## src/rtl/bus_pkg.sv

```systemverilog
// rtl/bus_pkg.sv - shared sizing helpers for the host bus arbiter
package bus_pkg;

  // Width of a host index; a single host still needs one bit to name it.
  function automatic int host_idx_w(input int nr_hosts);
    return (nr_hosts > 1) ? $clog2(nr_hosts) : 1;
  endfunction

endpackage

```

## src/rtl/bus_rsp_id_fifo.sv

```systemverilog
// rtl/bus_rsp_id_fifo.sv - flop-based FIFO holding host IDs of outstanding requests
module bus_rsp_id_fifo #(
  parameter int Width = 1,
  parameter int Depth = 2
) (
  input  logic             clk_i,
  input  logic             rst_ni,
  input  logic             push_i,
  input  logic [Width-1:0] push_data_i,
  input  logic             pop_i,
  output logic [Width-1:0] pop_data_o,
  output logic             full_o,
  output logic             empty_o
);

  localparam int PtrW = (Depth > 1) ? $clog2(Depth) : 1;
  localparam int CntW = $clog2(Depth + 1);

  logic [Width-1:0] mem_q [Depth];
  logic [PtrW-1:0]  wr_ptr_q;
  logic [PtrW-1:0]  rd_ptr_q;
  logic [CntW-1:0]  count_q;
  logic             do_push;
  logic             do_pop;

  function automatic logic [PtrW-1:0] ptr_inc(input logic [PtrW-1:0] p);
    return (p == PtrW'(Depth - 1)) ? '0 : p + 1'b1;
  endfunction

  assign full_o     = (count_q == CntW'(Depth));
  assign empty_o    = (count_q == '0);
  assign do_pop     = pop_i & ~empty_o;
  // A full FIFO still takes a push when the head leaves in the same cycle.
  assign do_push    = push_i & (~full_o | do_pop);
  assign pop_data_o = mem_q[rd_ptr_q];

  always_ff @(posedge clk_i or negedge rst_ni) begin
    if (!rst_ni) begin
      wr_ptr_q <= '0;
      rd_ptr_q <= '0;
      count_q  <= '0;
      for (int i = 0; i < Depth; i++) begin
        mem_q[i] <= '0;
      end
    end else begin
      if (do_push) begin
        mem_q[wr_ptr_q] <= push_data_i;
        wr_ptr_q        <= ptr_inc(wr_ptr_q);
      end
      if (do_pop) begin
        rd_ptr_q <= ptr_inc(rd_ptr_q);
      end
      if (do_push && !do_pop) begin
        count_q <= count_q + 1'b1;
      end else if (do_pop && !do_push) begin
        count_q <= count_q - 1'b1;
      end
    end
  end

endmodule

```

## src/rtl/bus_rr_arbiter.sv

```systemverilog
// rtl/bus_rr_arbiter.sv - round-robin arbiter sharing one device bus port between hosts
module bus_rr_arbiter
  import bus_pkg::*;
#(
  parameter int NrHosts        = 2,
  parameter int DataWidth      = 32,
  parameter int AddressWidth   = 32,
  parameter int MaxOutstanding = 2
) (
  input  logic                              clk_i,
  input  logic                              rst_ni,
  input  logic [NrHosts-1:0]                host_req_i,
  output logic [NrHosts-1:0]                host_gnt_o,
  input  logic [NrHosts*AddressWidth-1:0]   host_addr_i,
  input  logic [NrHosts-1:0]                host_we_i,
  input  logic [NrHosts*(DataWidth/8)-1:0]  host_be_i,
  input  logic [NrHosts*DataWidth-1:0]      host_wdata_i,
  output logic [NrHosts-1:0]                host_rvalid_o,
  output logic [NrHosts*DataWidth-1:0]      host_rdata_o,
  output logic [NrHosts-1:0]                host_err_o,
  output logic                              dev_req_o,
  input  logic                              dev_gnt_i,
  output logic [AddressWidth-1:0]           dev_addr_o,
  output logic                              dev_we_o,
  output logic [DataWidth/8-1:0]            dev_be_o,
  output logic [DataWidth-1:0]              dev_wdata_o,
  input  logic                              dev_rvalid_i,
  input  logic [DataWidth-1:0]              dev_rdata_i,
  input  logic                              dev_err_i,
  output logic                              unexp_rsp_o
);

  localparam int IdxW = host_idx_w(NrHosts);
  localparam int BeW  = DataWidth / 8;

  logic [IdxW-1:0] ptr_q;
  logic [IdxW-1:0] winner;
  logic [IdxW-1:0] cand_idx;
  logic [IdxW-1:0] head_id;
  logic            any_req;
  logic            fifo_full;
  logic            fifo_empty;
  logic            pop;
  logic            accept;

  // Rotating-priority find-first starting at the pointer.
  always_comb begin
    winner   = '0;
    any_req  = 1'b0;
    cand_idx = '0;
    for (int i = 0; i < NrHosts; i++) begin
      cand_idx = IdxW'((int'(ptr_q) + i) % NrHosts);
      if (!any_req && host_req_i[cand_idx]) begin
        any_req = 1'b1;
        winner  = cand_idx;
      end
    end
  end

  // A response arriving with no ID outstanding is never matched to a same-cycle push.
  assign pop       = dev_rvalid_i & ~fifo_empty;
  assign dev_req_o = any_req & (~fifo_full | pop);
  assign accept    = dev_req_o & dev_gnt_i;

  assign dev_addr_o  = host_addr_i[int'(winner)*AddressWidth +: AddressWidth];
  assign dev_we_o    = host_we_i[winner];
  assign dev_be_o    = host_be_i[int'(winner)*BeW +: BeW];
  assign dev_wdata_o = host_wdata_i[int'(winner)*DataWidth +: DataWidth];

  always_comb begin
    host_gnt_o    = '0;
    host_rvalid_o = '0;
    host_rdata_o  = '0;
    host_err_o    = '0;
    if (accept) begin
      host_gnt_o[winner] = 1'b1;
    end
    if (pop) begin
      host_rvalid_o[head_id]                              = 1'b1;
      host_rdata_o[int'(head_id)*DataWidth +: DataWidth]  = dev_rdata_i;
      host_err_o[head_id]                                 = dev_err_i;
    end
  end

  always_ff @(posedge clk_i or negedge rst_ni) begin
    if (!rst_ni) begin
      ptr_q       <= '0;
      unexp_rsp_o <= 1'b0;
    end else begin
      if (accept) begin
        ptr_q <= IdxW'((int'(winner) + 1) % NrHosts);
      end
      if (dev_rvalid_i && fifo_empty) begin
        unexp_rsp_o <= 1'b1;
      end
    end
  end

  bus_rsp_id_fifo #(
    .Width (IdxW),
    .Depth (MaxOutstanding)
  ) u_rsp_id_fifo (
    .clk_i       (clk_i),
    .rst_ni      (rst_ni),
    .push_i      (accept),
    .push_data_i (winner),
    .pop_i       (pop),
    .pop_data_o  (head_id),
    .full_o      (fifo_full),
    .empty_o     (fifo_empty)
  );

endmodule
```

## config.mk

```make
export PLATFORM = sky130hd
export DESIGN_NAME = bus_rr_arbiter
export DESIGN_NICKNAME = d
export VERILOG_FILES = /design/src/rtl/bus_pkg.sv /design/src/rtl/bus_rsp_id_fifo.sv /design/src/rtl/bus_rr_arbiter.sv
export SDC_FILE = /design/constraint.sdc
export NUM_CORES = 1
export LEC_CHECK = 0
export ABC_AREA = 1
export CAP_MARGIN = 20
export CELL_PAD_IN_SITES_DETAIL_PLACEMENT = 1
export CELL_PAD_IN_SITES_GLOBAL_PLACEMENT = 1
export CORE_MARGIN = 4
export CORE_UTILIZATION = 12
export DETAILED_ROUTE_END_ITERATION = 6
export PLACE_DENSITY = 0.84
export SYNTH_ARGS = -nofsm -noshare
export SYNTH_HDL_FRONTEND = slang
export SYNTH_SLANG_ARGS = --single-unit
```

## constraint.sdc

```tcl
create_clock -name clk_i -period 2.2 [get_ports clk_i]
set_clock_uncertainty 0.1 [all_clocks]
set_input_delay 0.44 -clock clk_i [delete_from_list [all_inputs] [get_ports clk_i]]
set_output_delay 0.44 -clock clk_i [all_outputs]
set_load 0.1 [all_outputs]
```

==> results of run 1 <==
-- synth_stat cells --
cell / number / area (um^2)
a21oi_4: 1 / 16.3
a31o_2: 1 / 8.76
buf_12: 3 / 60.1
buf_6: 3 / 33.8
clkbuf_1: 14 / 52.6
dfrtp_1: 8 / 200
ha_1: 1 / 12.5
inv_1: 42 / 158
inv_2: 3 / 11.3
inv_4: 1 / 6.26
nand2_1: 220 / 826
nand2_2: 1 / 6.26
nand2_4: 1 / 11.3
nand3_1: 2 / 10.0
nand4_1: 2 / 12.5
nor2_1: 39 / 146
nor2_2: 3 / 18.8
nor2_4: 30 / 338
nor2_8: 1 / 20.0
o21ai_0: 1 / 5.00
o21ai_2: 1 / 8.76
or2_1: 1 / 6.26
or2_2: 1 / 6.26
xnor2_1: 1 / 8.76
xor2_1: 2 / 17.5
-- how the worst max path moves through the flow --
stage,endpoint,slack (ps),depth (start not counted)
2_1_floorplan,host_rdata_o[10],-210,5
3_3_place_gp,host_rdata_o[33],-280,8
3_5_place_dp,host_rdata_o[47],-340,8
4_1_cts,host_rdata_o[12],-40,6
5_1_grt,host_rdata_o[47],-90,8
6_report,host_rdata_o[47],-2,8
-- cell usage in the layout (no fill, tap or decap), drive strengths merged --
cell           instances
nand2                222
buf                  180
clkdlybuf4s50        173
nor2                  73
inv                   48
dfrtp                  8
clkbuf                 7
or2                    2
clkinv                 2
nand3                  2
xor2                   2
nand4                  2
o21ai                  2
a21oi                  1
xnor2                  1
a31o                   1
ha                     1
clkdlybuf4s15          1
dlygate4sd2            1
-- area by class of cell --
type                            instances  area [um^2]  area share
Clock buffer                            3         75.1     0.00930
Inverter                               46          206      0.0256
Multi-Input combinational cell        309         2100       0.260
Sequential cell                         8          201      0.0250
Tap cell                              216          270      0.0335
Timing Repair Buffer                  359         5160       0.639
Timing Repair inverter                  4         63.8     0.00791
-- metal layers --
layer	wire, um	global-route usage
met1	5870	0.158
met4	447	0.0310
met3	2080	0.0688
met2	9440	0.318
met5	0	0
-- sequential cells by signal, indices dropped and copies added (netlist names) --
| register | cells |
|---|---|
| u_rsp_id_fifo.wr_ptr_q | 1 |
| ptr_q | 1 |
| u_rsp_id_fifo.mem_q | 2 |
| unexp_rsp_o | 1 |
| u_rsp_id_fifo.count_q | 2 |
| u_rsp_id_fifo.rd_ptr_q | 1 |
-- critical path: stages (launching register included) --
cell and delay (ps):
dfrtp_1 360, inv_2 60, a21oi_4 180, inv_2 90, nor2_8 140, buf_12 180, clkinv_16 90, nor2_4 130
buf_12 190
-- report_power, final --
| group | total, W | switching, W | leakage (nW) | internal [W] |
|---|---|---|---|---|
| clock | 0.000311 | 0.0000761 | 0.0370 | 0.000235 |
| combinational | 0.00854 | 0.00549 | 3.44 | 0.00304 |
| sequential | 0.000264 | 0.0000526 | 0.0921 | 0.000212 |
| total | 0.00911 | 0.00562 | 3.57 | 0.00349 |
-- cells by family (layout without fill, tap and decap cells) --
logic type                 count (synthesis)  after routing
buffers and inverters                     66            412
xor gates and xnor gates                   3              3
AOI/OAI and AO/OA                          4              4
DFF                                        8              8
adders and majority gates                  1              1
and+or+nand+nor                          301            301
-- through the flow --
stage          area [um^2]  total power [W]  utilization
5_1_grt               8070          0.00942        0.501
3_3_place_gp          7190          0.00781        0.446
2_1_floorplan         2300          0.00508            -
4_1_cts               7630          0.00848        0.473
3_5_place_dp          7190          0.00791        0.446
6_report              8070          0.00911        0.501
-- what timing repair did --
| item | 4_1_cts | 5_1_grt |
|---|---|---|
| pin swaps | 19 | 13 |
| cloned | 5 | 8 |
| buffers inserted | 9 | 11 |
| setup endpoints to repair | 139 | 105 |
| gates resized for setup | 46 | 52 |
==> impl_metrics.csv, run 1 <==
group,metric,value,unit
outcome,status,"complete, but fails checks",
outcome,violations,"negative setup slack",
worst_hold_path,hp-start,"unexp_rsp_o",
route,dr.pass1.iters,4,
grt,grt_pass1_wl,23.5,mm
floorplan,core_area,0.0161,mm^2
floorplan,dieArea,0.0188,mm^2
setup_path,start_kind,"flop",
sta,layout_setup_ws,-1.98,ps
final_layout,area_delta_synth_final,303,%
synth,syn_area,0.00200,mm^2
grt,antenna_found_initial,0,
sta,fmax,0.454,GHz
setup_path,end_kind,"primary output",
synth,synth_compound_area_frac,0.0194,
synth,ys_seq_elements,8,
final_layout,antennaDiodeCount,0,
power_and_ir_drop,leakage,3.57,nW
setup_path,required,1660,ps
route,antenna_left,0,
place,hpwl,13.3,mm
clock_tree,cts_hold_buf,0,
clock_tree,root_buffer,"clkbuf_16",
place,numPortBuffers,317,
place,dp.cells,911,
synth,synth_fp_nets,561,
setup_path,crit_path_start,"u_rsp_id_fifo.count_q[1]",
place,place.gp.congestion,0.766,
clock_tree,h-tree-depth,1,
synth,yosysUniqueCellTypes,25,
sta,relSlewSlack,0.737,
setup_path,r2r_cells,10,
synth,synthMuxAreaShare,0,
final_layout,final_cells,945,
place,preCtsSetupSlack,-337,ps
floorplan,boundaryPins,318,
sta,rsz0062_at_grt,"true",
sta,setup_violations,1,
setup_path,crit_type,"flop to primary output",
sta,min_period,2200,ps
clock_tree,numCtsBuffers,3,
floorplan,rows,46,
grt,grtUsageTotal,0.162,
setup_path,r2r_slack,280,ps
setup_path,cp_max_fo,5,
job,maxCapViolations,0,
power_and_ir_drop,vdd_drop_max,572,uV
worst_hold_path,holdPathEnd,"unexp_rsp_o",
clock_tree,clk_latency,230,ps
route,first_iter_violations,53,
worst_hold_path,hold_class,"flop to flop",
synth,synth_warnings,0,
route,routedWlPerCell,18.9,um
final_layout,nNetsFinal,909,
clock_tree,path_clk_slew,40,ps
clock_tree,clkSinkCount,8,
setup_path,regToRegEndpoint,"u_rsp_id_fifo.count_q[1]",
route,num_vias,3805,
synth,synth_top_family_by_area,"simple AND/OR/NAND/NOR gates",
synth,syn_inst,383,
route,detail_route.wirelength,17.8,mm
clock_tree,clk_path_buf_depth,2,
synth,ys_seq_area_frac,0.100,
grt,grt_max_degree,34,
synth,avgSynthCellArea,5.22,um^2
sta,min_period_over_period,1.00,
sta,fin_hold_ws,363,ps
clock_tree,cts_tree,"done",
final_layout,drive_gt1_frac,0.490,
synth,yosys.area_share.simple,0.700,
sta,setup_tns,-1.98,ps
floorplan,start_util,0.124,
floorplan,die_y,137,um
grt,grt_overflow,0,
grt,grt_pass1_vias,4022,
sta,slew_viol_final,0,
route,drc,0,
sta,hold_violations,0,
power_and_ir_drop,power_per_cell_area,1130,mW/mm^2
sta,worstMarginPinSlew,393,ps
final_layout,fill_cells,1749,
setup_path,r2r_start,"u_rsp_id_fifo.count_q[0]",
setup_path,cp.arrival,1660,ps
synth,synthXorXnorAreaFrac,0.0131,
floorplan,fp.dieW,137,um
synth,yosys.area_share.adder,0.00625,
route,routed_via_density,4.03,
worst_hold_path,hold_depth,1,
No activity file was read; power rests on OpenSTA's default activity.
==> inputs of run 2 (changes only) <==
--- a/config.mk
+++ b/config.mk
@@ -12,6 +12,7 @@
 export CORE_MARGIN = 4
 export CORE_UTILIZATION = 12
 export DETAILED_ROUTE_END_ITERATION = 6
+export MAX_ROUTING_LAYER = met4
 export PLACE_DENSITY = 0.84
 export SYNTH_ARGS = -nofsm -noshare
 export SYNTH_HDL_FRONTEND = slang
==> run 2 against run 1 <==
Routed wire length fell by 0.11%. Register-to-register slack barely moved. Largest cell class unchanged. Die area did not move. The flow now finishes without violations. Critical path type unchanged. Setup slack improved by 5.9 ps. Non-clock buffer count did not move. Cell area did not move. Sequential share of layout area did not move. Largest power group unchanged. Clock-buffer cell count did not move. Worst hold slack barely moved. Sequential cell count did not move. Global-route usage rose by 0.44 points.
==> impl_metrics.csv, run 2 (synthesis gave the netlist of run 1 again) <==
group,metric,value,unit
floorplan,rows,46,
final_layout,design_area,0.00807,mm^2
power_and_ir_drop,combPwrFrac,0.937,
grt,grt_pass1_wl,23.4,mm
power_and_ir_drop,power_per_cell_area,1130,mW/mm^2
route,detail_route.wirelength,17.8,mm
final_layout,utilization,0.501,
place,place_area,0.00719,mm^2
grt,grt_pass1_vias,4043,
grt,antenna_found_initial,0,
setup_path,crit_path_start,"u_rsp_id_fifo.count_q[0]",
sta,slew_viol_final,0,
sta,fmax,0.455,GHz
setup_path,cp-endpoint,"host_rdata_o[47]",
outcome,status,"completed",
final_layout,drive_gt1_frac,0.490,
power_and_ir_drop,vdd_drop_max,572,uV
place,numPortBuffers,317,
grt,grtUsageTotal,0.167,
final_layout,final_cell_mix,"clkdlybuf4s50_1, buf_12, nand2_1, nor2_4, nand2_2",
sta,setup_violations,0,
setup_path,regToRegEndpoint,"u_rsp_id_fifo.count_q[1]",
final_layout,area_delta_synth_final,303,%
floorplan,boundaryPins,318,
floorplan,start_util,0.124,
clock_tree,numCtsBuffers,3,
setup_path,end_kind,"primary output",
job,maxCapViolations,0,
sta,relSlewSlack,0.736,
setup_path,required,1660,ps
setup_path,cp_max_fo,5,
sta,min_period_over_period,0.998,
setup_path,cp.depth,8,
clock_tree,clk_path_buf_depth,2,
power_and_ir_drop,p_seq_frac,0.029,
final_layout,nNetsFinal,909,
final_layout,final_common_cell,"clkdlybuf4s50_1",
setup_path,crit_type,"flop to primary output",
power_and_ir_drop,p_switching,0.00562,W
setup_path,r2r_slack,280,ps
route,first_iter_violations,51,
floorplan,fp.dieW,137,um
setup_path,crit_family,"buffers and inverters",
setup_path,cp.arrival,1660,ps
setup_path,r2r_cells,10,
route,dr.pass1.iters,4,
clock_tree,path_clk_slew,40,ps
clock_tree,h-tree-depth,1,
clock_tree,cts_tree,"done",
place,place.gp.congestion,0.776,
sta,hold_violations,0,
route,routed_via_density,4.03,
power_and_ir_drop,power_frac_clock,0.034,
route,routedWlPerCell,18.9,um
setup_path,cp.buffers_inverters,5,
worst_hold_path,hold_class,"flop to flop",
route,drc,0,
sta,setup_tns,0,ps
clock_tree,clkSinkCount,8,
floorplan,core_area,0.0161,mm^2
floorplan,dieArea,0.0188,mm^2
setup_path,slowest_delay,360,ps
setup_path,critPathSlowestCell,"dfrtp_1",
sta,worstMarginPinSlew,394,ps
clock_tree,clk_latency,230,ps
setup_path,start_kind,"flop",
route,antenna_left,0,
final_layout,antennaDiodeCount,0,
setup_path,r2r_start,"u_rsp_id_fifo.count_q[0]",
place,hpwl,13.3,mm
power_and_ir_drop,switching_share,0.617,
grt,grt_max_degree,34,
setup_path,cp_cell_sequence,"inv_2 > a21oi_4 > inv_2 > nor2_8 > buf_12 > clkinv_16 > nor2_4 > buf_12",
floorplan,die_y,137,um
clock_tree,root_buffer,"clkbuf_16",
power_and_ir_drop,leakage,3.57,nW
route,num_vias,3812,
power_and_ir_drop,p_total,0.00911,W
final_layout,reg_top3,"u_rsp_id_fifo.count_q (2), u_rsp_id_fifo.mem_q (2)",
sta,min_period,2200,ps
grt,grt_overflow,0,
sta,rsz0062_at_grt,"true",
power_and_ir_drop,internal_power,0.00349,W
run 2: cell counts in the layout (fill, tap and decap cells not counted):
No cell type changed its count.
run 2: power groups by stage:
stage,sequential [W],combinational (W),clock [W]
floorplan,0.000248,0.00483,0
global placement,0.000260,0.00755,0
detailed placement,0.000266,0.00764,0
CTS,0.000267,0.00790,0.000314
global route,0.000278,0.00882,0.000320
finish,0.000265,0.00854,0.000310
run 2: final cells by class:
| class | instances | area (um^2) |
|---|---|---|
| flip-flops and latches | 8 | 201 |
| inverters | 46 | 206 |
| well taps | 216 | 270 |
| clock buffers | 3 | 75.1 |
| multi-input cells | 309 | 2100 |
| fillers | 1749 | 8050 |
| repair inverters | 4 | 63.8 |
| repair buffers | 359 | 5160 |
run 2: how the worst min path moves through the flow:
stage	cells past startpoint	endpoint	slack, ps	from
3_5_place_dp	1	unexp_rsp_o	360	unexp_rsp_o
4_1_cts	1	unexp_rsp_o	370	unexp_rsp_o
5_1_grt	1	unexp_rsp_o	390	unexp_rsp_o
6_report	1	unexp_rsp_o	360	unexp_rsp_o
3_3_place_gp	1	unexp_rsp_o	360	unexp_rsp_o
2_1_floorplan	0	ptr_q	40	rst_ni
run 2: repair_timing:
item / CTS / global route
pin swaps: 19 / 13
setup endpoints to repair: 139 / 105
setup buffers: 9 / 11
resized for setup: 46 / 52
cloned: 5 / 8
hold buffers: 0 / 0
run 2: per-stage QoR:
step,hold slack [ps],cells,setup WS [ps]
after global routing,386,945,-90.8
after CTS,369,927,-38.4
after global placement,356,911,-281
final,363,945,3.88
after detailed placement,360,911,-337
after floorplan,44.4,383,-211
run 2: layer usage:
layer	wire length (um)	vias up	global-route usage
li1	-	1792	-
met1	6090	1750	0.166
met2	9430	242	0.316
met3	1860	28	0.0559
met4	444	0	0.0310
met5	0	-	-
